File: src/rtl/noc_credit_link_tx.sv
`default_nettype none
// ============================================================================
// Module  : noc_credit_link_tx
// Purpose : Credit-counting transmit end of a router link with wormhole
//           dest locking across the flits of a packet.
// Rev     : 1.0  initial release
// ============================================================================
module noc_credit_link_tx #(
    parameter int FLIT_WIDTH        = 32,
    parameter int DEST_WIDTH        = 4,
    parameter int FLIT_BUFFER_DEPTH = 8,
    parameter int CREDIT_WIDTH      = $clog2(FLIT_BUFFER_DEPTH + 1)
) (
    input  logic                    clk_noc,
    input  logic                    rst_noc_sync,
    input  logic                    in_valid,
    output logic                    in_ready,
    input  logic [FLIT_WIDTH-1:0]   in_data,
    input  logic [DEST_WIDTH-1:0]   in_dest,
    input  logic                    in_last,
    output logic [FLIT_WIDTH-1:0]   data_out,
    output logic [DEST_WIDTH-1:0]   dest_out,
    output logic                    is_tail_out,
    output logic                    send_out,
    input  logic                    credit_in,
    output logic [CREDIT_WIDTH-1:0] credits_avail,
    output logic                    pkt_active,
    output logic                    credit_overflow
);

    localparam logic [CREDIT_WIDTH-1:0] c_DEPTH = CREDIT_WIDTH'(FLIT_BUFFER_DEPTH);
    localparam logic [CREDIT_WIDTH-1:0] c_ONE   = CREDIT_WIDTH'(1);

    typedef enum logic [0:0] {
        S_IDLE = 1'b0,
        S_BODY = 1'b1
    } state_t;

    state_t                  r_state;
    logic [CREDIT_WIDTH-1:0] r_credits;
    logic [DEST_WIDTH-1:0]   r_pkt_dest;
    logic [FLIT_WIDTH-1:0]   r_data;
    logic [DEST_WIDTH-1:0]   r_dest;
    logic                    r_tail;
    logic                    r_send;
    logic                    r_overflow;

    logic                    w_ready;
    logic                    w_fire;
    logic                    w_credit_ovf;
    logic [CREDIT_WIDTH-1:0] w_credits_next;

    assign w_ready = (r_credits != '0);
    assign w_fire  = in_valid & w_ready;

    // A returned credit with nothing consumed while already full has no
    // buffer slot behind it: saturate and flag it instead of wrapping.
    assign w_credit_ovf = credit_in & ~w_fire & (r_credits == c_DEPTH);

    always_comb begin
        w_credits_next = r_credits;
        if (w_fire && !credit_in) begin
            w_credits_next = r_credits - c_ONE;
        end else if (!w_fire && credit_in && !w_credit_ovf) begin
            w_credits_next = r_credits + c_ONE;
        end
    end

    always_ff @(posedge clk_noc) begin
        if (rst_noc_sync) begin
            r_state    <= S_IDLE;
            r_credits  <= c_DEPTH;
            r_pkt_dest <= '0;
            r_data     <= '0;
            r_dest     <= '0;
            r_tail     <= 1'b0;
            r_send     <= 1'b0;
            r_overflow <= 1'b0;
        end else begin
            r_credits <= w_credits_next;
            r_send    <= w_fire;
            if (w_credit_ovf) begin
                r_overflow <= 1'b1;
            end
            if (w_fire) begin
                r_data <= in_data;
                r_tail <= in_last;
                case (r_state)
                    S_IDLE: begin
                        r_dest <= in_dest;
                        if (!in_last) begin
                            r_state    <= S_BODY;
                            r_pkt_dest <= in_dest;
                        end
                    end
                    S_BODY: begin
                        // Body and tail flits follow the head's route.
                        r_dest <= r_pkt_dest;
                        if (in_last) begin
                            r_state <= S_IDLE;
                        end
                    end
                    default: r_state <= S_IDLE;
                endcase
            end
        end
    end

    assign in_ready        = w_ready;
    assign data_out        = r_data;
    assign dest_out        = r_dest;
    assign is_tail_out     = r_tail;
    assign send_out        = r_send;
    assign credits_avail   = r_credits;
    assign pkt_active      = (r_state == S_BODY);
    assign credit_overflow = r_overflow;

endmodule
`default_nettype wire

File: config.mk
export PLATFORM = sky130hd
export DESIGN_NAME = noc_credit_link_tx
export DESIGN_NICKNAME = d
export VERILOG_FILES = /design/src/rtl/noc_credit_link_tx.sv
export SDC_FILE = /design/constraint.sdc
export NUM_CORES = 1
export LEC_CHECK = 0
export ABC_AREA = 1
export CAP_MARGIN = 10
export CORE_UTILIZATION = 35
export CTS_CLUSTER_DIAMETER = 80
export DETAILED_ROUTE_END_ITERATION = 8
export PLACE_DENSITY = 0.7
export SETUP_SLACK_MARGIN = 0.5
export SLEW_MARGIN = 0
export SYNTH_ARGS = -nofsm -noshare
export SYNTH_HDL_FRONTEND = slang
export SYNTH_SLANG_ARGS = --single-unit
File: constraint.sdc
create_clock -name clk_noc -period 2.1 [get_ports clk_noc]
set_input_delay 0.42 -clock clk_noc [delete_from_list [all_inputs] [get_ports clk_noc]]
set_output_delay 0.42 -clock clk_noc [all_outputs]
set_load 0.005 [all_outputs]
# Yosys cells after proc, flatten, opt, wreduce, memory -nomap -nowiden
# Cells that the tools add are included.
[op_classes] add_sub_neg=2 shifts=0 n_mul=0 muxes=4 eq_ne=1 n_lt_le_gt_ge=0 reduce_logical=9 div_mod_pow=0 bitwise_logic=6
[op_table] cell="$mux W4" n=2
[op_table] cell="$pmux W4 S2" n=1
[op_table] cell="$add A4 B1 Y4 const B" n=1
[op_table] cell="$eq A4 B4 Y1 const B" n=1
[op_table] cell="$reduce_bool A4 Y1" n=1
[op_table] cell="$sub A4 B1 Y4 const B" n=1
[op_table] cell="$and A1 B1 Y1" n=3
[op_table] cell="$logic_and A1 B1 Y1" n=3
[op_table] cell="$logic_not A1 Y1" n=3
[op_table] cell="$not A1 Y1" n=3
[op_table] cell="$reduce_and A3 Y1" n=1
[op_table] cell="$reduce_bool A2 Y1" n=1
[op_table] cell="$mux W1" n=1
[totals] n_memories=0 romBits=0 latch_bits=0 wordCells=30 ram_bits=0 ff_bits=48

# Depth between registers and ports, before layout
[logic_depth] ltp_word=9 depth_mapped=11 depth_no_buf=11

# Worst setup path after synthesis
# OpenSTA, ideal clock, no wires.
[synth_path] path_kind="flip-flop to flip-flop" from="reg r_credits[0], in the netlist credits_avail[0]" to="reg r_credits[2], in the netlist credits_avail[2]" required_ps=1980 stages_incl_launch_ff=12 arrival_time_ps=1341 path_slack_ps=639 path_buffers=0 period_less_slack_ps=1461 path_cell_list="dfxtp_1 -> nor2_2 -> nand2_4 -> nand3_4 -> nand2_1 -> nand2_1 -> inv_1 -> ha_1 -> inv_1 -> nand2_1 -> xor2_1 -> a21oi_1"
[synth_between] elab_chain_cells=8 word_cells_on_any_way=16 classes_between="add/sub (2); eq/ne (1); mux (2); bitwise (4); reduce/logical (7)"
[synth_rtl] element="start: declaration" line="40" rtl="logic [CREDIT_WIDTH-1:0] r_credits;"
[synth_rtl] element="start signal: assignment" line="72" rtl="r_credits <= c_DEPTH;"
[synth_rtl] element="start signal: assignment" line="80" rtl="r_credits <= w_credits_next;"
[synth_rtl] element="$reduce_bool A4 Y1 (*)" line="53" rtl="assign w_ready = (r_credits != '0);"
[synth_rtl] element="named net in_ready" line="17" rtl="output logic in_ready,"
[synth_rtl] element="$and A1 B1 Y1 (*)" line="54" rtl="assign w_fire = in_valid & w_ready;"
[synth_rtl] element="$not A1 Y1" line="58" rtl="assign w_credit_ovf = credit_in & ~w_fire & (r_credits == c_DEPTH);"
[synth_rtl] element="$and A1 B1 Y1 (2 in series)" line="58"
[synth_rtl] element="$logic_not A1 Y1" line="64" rtl="end else if (!w_fire && credit_in && !w_credit_ovf) begin"
[synth_rtl] element="$logic_and A1 B1 Y1" line="64"
[synth_rtl] element="$reduce_bool A2 Y1 (no source line)"
# The timed path passes the listed nets; every way through them passes the cells marked *. The select of a mux whose other input is x is not followed.
# A chain may end at the register's enable or synchronous reset.

# Worst setup path in the final report
[layout_path] from="reg r_data[7], in the netlist data_out[7]" to="out data_out[7]"
[layout_rtl] element="start: declaration" line="42" rtl="logic [FLIT_WIDTH-1:0] r_data;"
[layout_rtl] element="start signal: assignment" line="86" rtl="r_data <= in_data;"
[layout_rtl] element="end: declaration" line="21" rtl="output logic [FLIT_WIDTH-1:0] data_out,"
# No word-level cell between the ends.

==> impl_metrics.yaml <==
power:
  p_sw_w: 0.0006558
  p_int_w: 0.001650
  ir_worst_vdd_mv: 0.3569
  p_leak_nw: 1.497
  swShare_pct: 28.44
  seqPwrFrac_pct: 46.8
  combPwrFrac_pct: 29.1
  power.density_mw_per_mm2: 755.6
  clock_power_share_pct: 24.1
worst_setup_path:
  cp_slowest_cell: "clkdlybuf4s50_1"
  cp_num_cells: 1
  reg2reg_from: "credits_avail[0]$_SDFFE_PP0P_"
  crit_start: "data_out[7]$_SDFFE_PP0P_"
  reg2reg_slack_ps: 570
  cp_top_family: "buffers and inverters"
  endpoint: "data_out[7]"
  path_class: "flip-flop to primary output"
  worst-path-buf-inv: 1
  crit_path_start_kind: "flip-flop"
  critical_path_required_ps: 1680
  end_kind: "primary output"
  r2r_cells: 9
  worstPathMaxFanout: 2
  max_stage_delay_ps: 500
  r2r_end: "dest_out[3]$_SDFFE_PP0P_"
  cp.arrival_ps: 1140
  cp_cell_sequence: "clkdlybuf4s50_1"
die:
  fp.dieH_microns: 75.13
  die_w_microns: 75.13
  start_util_pct: 36.42
  ioPinCount: 86
  core_area_sq_mm: 0.005140
  dieArea_sq_mm: 0.005645
  rows: 26
timing:
  timing.fmax_mhz: 640.3
  slew_violations: 0
  final-setup-viol-count: 0
  hold_viol: 0
  worst_slew_pin_slew_ps: 342.3
  fin_crit_sh_pct: 74.36
  skew_ps: 4.907
  timing.setup.tns_ps: 0
  period_minus_slack_ps: 1562
  maxSlewHeadroom_pct: 77.18
  rsz0062_at_grt: "yes"
global_routing:
  grt_pass1_wl_microns: 7307
  gr-total-overflow: 0
  grt_usage_pct: 17.25
  grt_pass1_vias: 1630
  grt_max_degree: 27
  antenna_found_initial: 0
routing:
  ant_nets: 0
  via_count: 1880
  drc_errors: 0
  drt-wirelength-per-cell_microns: 12.18
  drt_iter0_drc: 50
  first_pass_iters: 4
  post_drt_via_cell_ratio: 4.631
  routed_wl_microns: 4945
logic_synthesis:
  ys_seq_area_share_pct: 51.34
  synth_top_cell_by_area: "dfxtp_1"
  avgSynthCellArea_sq_um: 7.832
  ys_types: 27
  synth-seq-cells: 48
  yosysTopAreaCellShare_pct: 51.34
  yosys-top-cells-area: "dfxtp_1 51%, nor2_1 14%, o21ai_0 10%"
  yosys_warnings: 0
  synth_area_sq_mm: 0.001872
  synth_cells: 239
  synth_fp_nets: 281
run:
  drv_cap: 0
cells_and_area:
  area.growth.synth_to_final_pct: 63.03
  antenna_cells: 0
  drive_above_1_share_pct: 13.39
  nNetsFinal: 377
  instances_no_fill: 406
  fillers: 495
place:
  io_buffers: 85
  gp_congestion: 0.7846
  dp_hpwl_microns: 3261
  dpl.cell_count: 388
clocking:
  numCtsBuffers: 5
  cts_tree: "done"
  cts_buffer_depth: 2
  clock_sinks: 48
  clk_pin_slew_worst_paths_ps: 80
  cts-root-buf: "clkbuf_8"
  cts_max_level: 2
  insertion_delay_ps: 300
min_path:
  hp-class: "flip-flop to flip-flop"
run_status:
  status: "finished clean"
## synthesized netlist by cell type (all sizes together)
cell	number
clkinv	1
nand2	24
a31oi	4
o21a	2
inv	12
clkbuf	5
dfxtp	48
nor2	72
nand4	2
o211ai	1
a21oi	6
buf	6
a211oi	1
nand3	10
o21ai	41
xor2	2
ha	1
nor3	1
## layout by cell type, fill, tap and decap left out, types with 2 or more instances in the layout
| cell | instances |
|---|---|
| a21oi_1 | 6 |
| a31oi_1 | 4 |
| buf_4 | 14 |
| clkbuf_1 | 2 |
| clkbuf_8 | 6 |
| clkdlybuf4s50_1 | 60 |
| dfxtp_1 | 39 |
| dfxtp_2 | 4 |
| dfxtp_4 | 5 |
| dlygate4sd2_1 | 6 |
| dlymetal6s2s_1 | 18 |
| inv_1 | 9 |
| inv_2 | 2 |
| nand2_1 | 19 |
| nand2_2 | 2 |
| nand2_4 | 2 |
| nand3_1 | 8 |
| nand4_1 | 2 |
| nor2_1 | 69 |
| nor2_4 | 3 |
| o21a_1 | 2 |
| o21ai_0 | 39 |
| o21ai_1 | 2 |
| xor2_1 | 2 |
## power groups by stage
stage               Combinational, W  Clock (W)  Sequential [W]
floorplan                   0.000278          0         0.00110
global placement            0.000605          0         0.00110
detailed placement          0.000616          0         0.00110
CTS                         0.000667   0.000574         0.00108
global route                0.000740   0.000615         0.00109
finish                      0.000671   0.000556         0.00108
## sequential cells by signal, summed over array words and instances, names as in the netlist
signal           count
is_tail_out          1
send_out             1
credits_avail        4
r_pkt_dest           4
credit_overflow      1
data_out            32
dest_out             4
pkt_active           1
## logic make-up (layout without fill, tap and decap cells)
| family | after synthesis | in the layout | share of synthesized area (%) |
|---|---|---|---|
| XOR/XNOR | 2 | 2 | 0.9360 |
| AO/OA/AOI/OAI | 55 | 55 | 15.78 |
| flip-flops | 48 | 48 | 51.34 |
| buffers and inverters | 24 | 121 | 5.748 |
| adder cells (fa/ha/maj) | 1 | 1 | 0.6683 |
| AND/OR/NAND/NOR | 109 | 109 | 25.53 |
## worst min-delay path by stage
stage	from	to	slack, ps	cells after the start
after CTS	r_pkt_dest[3]$_SDFFE_PP0P_	r_pkt_dest[3]$_SDFFE_PP0P_	470	2
after detailed placement	r_pkt_dest[3]$_SDFFE_PP0P_	r_pkt_dest[3]$_SDFFE_PP0P_	450	2
final	r_pkt_dest[3]$_SDFFE_PP0P_	r_pkt_dest[3]$_SDFFE_PP0P_	470	2
after global routing	r_pkt_dest[3]$_SDFFE_PP0P_	r_pkt_dest[3]$_SDFFE_PP0P_	490	2
after floorplan	r_pkt_dest[0]$_SDFFE_PP0P_	r_pkt_dest[0]$_SDFFE_PP0P_	430	2
after global placement	r_pkt_dest[0]$_SDFFE_PP0P_	r_pkt_dest[0]$_SDFFE_PP0P_	450	2
## area by class of cell
type,count,area [sq um],share of cell area [%]
Timing Repair Buffer,100,1008,33.05
Sequential cell,48,984.7,32.27
Multi-Input combinational cell,167,829.5,27.18
Clock buffer,8,90.09,2.952
Tap cell,70,87.58,2.870
Inverter,13,51.30,1.681
## routing by layer
metal,wire (microns),vias to the layer above,GRT usage [%]
li1,-,965,-
met1,2089,841,19.79
met2,2414,62,30.13
met3,329,12,5.087
met4,112,0,6.996
met5,0,-,0
## repair_timing
item,CTS,global route
pin swaps,1,8
resized for setup,21,28
hold buffers,0,0
buffers inserted,8,2
setup endpoints to repair,8,25
## metrics by stage
stage | cell area [sq um] | hold slack (ps) | util, % | total power (W) | setup WS [ps]
after floorplan | 1872 | 434.9 | - | 0.001380 | 639.3
after global placement | 2791 | 451.7 | 54.31 | 0.001703 | 136.9
after detailed placement | 2791 | 454.4 | 54.31 | 0.001716 | 105.6
after CTS | 2977 | 467.8 | 57.91 | 0.002320 | 414.1
after global routing | 3052 | 485.3 | 59.37 | 0.002448 | 488.2
final | 3052 | 465.4 | 59.37 | 0.002306 | 538.3
Note: power is estimated with default switching activity, not from simulation.
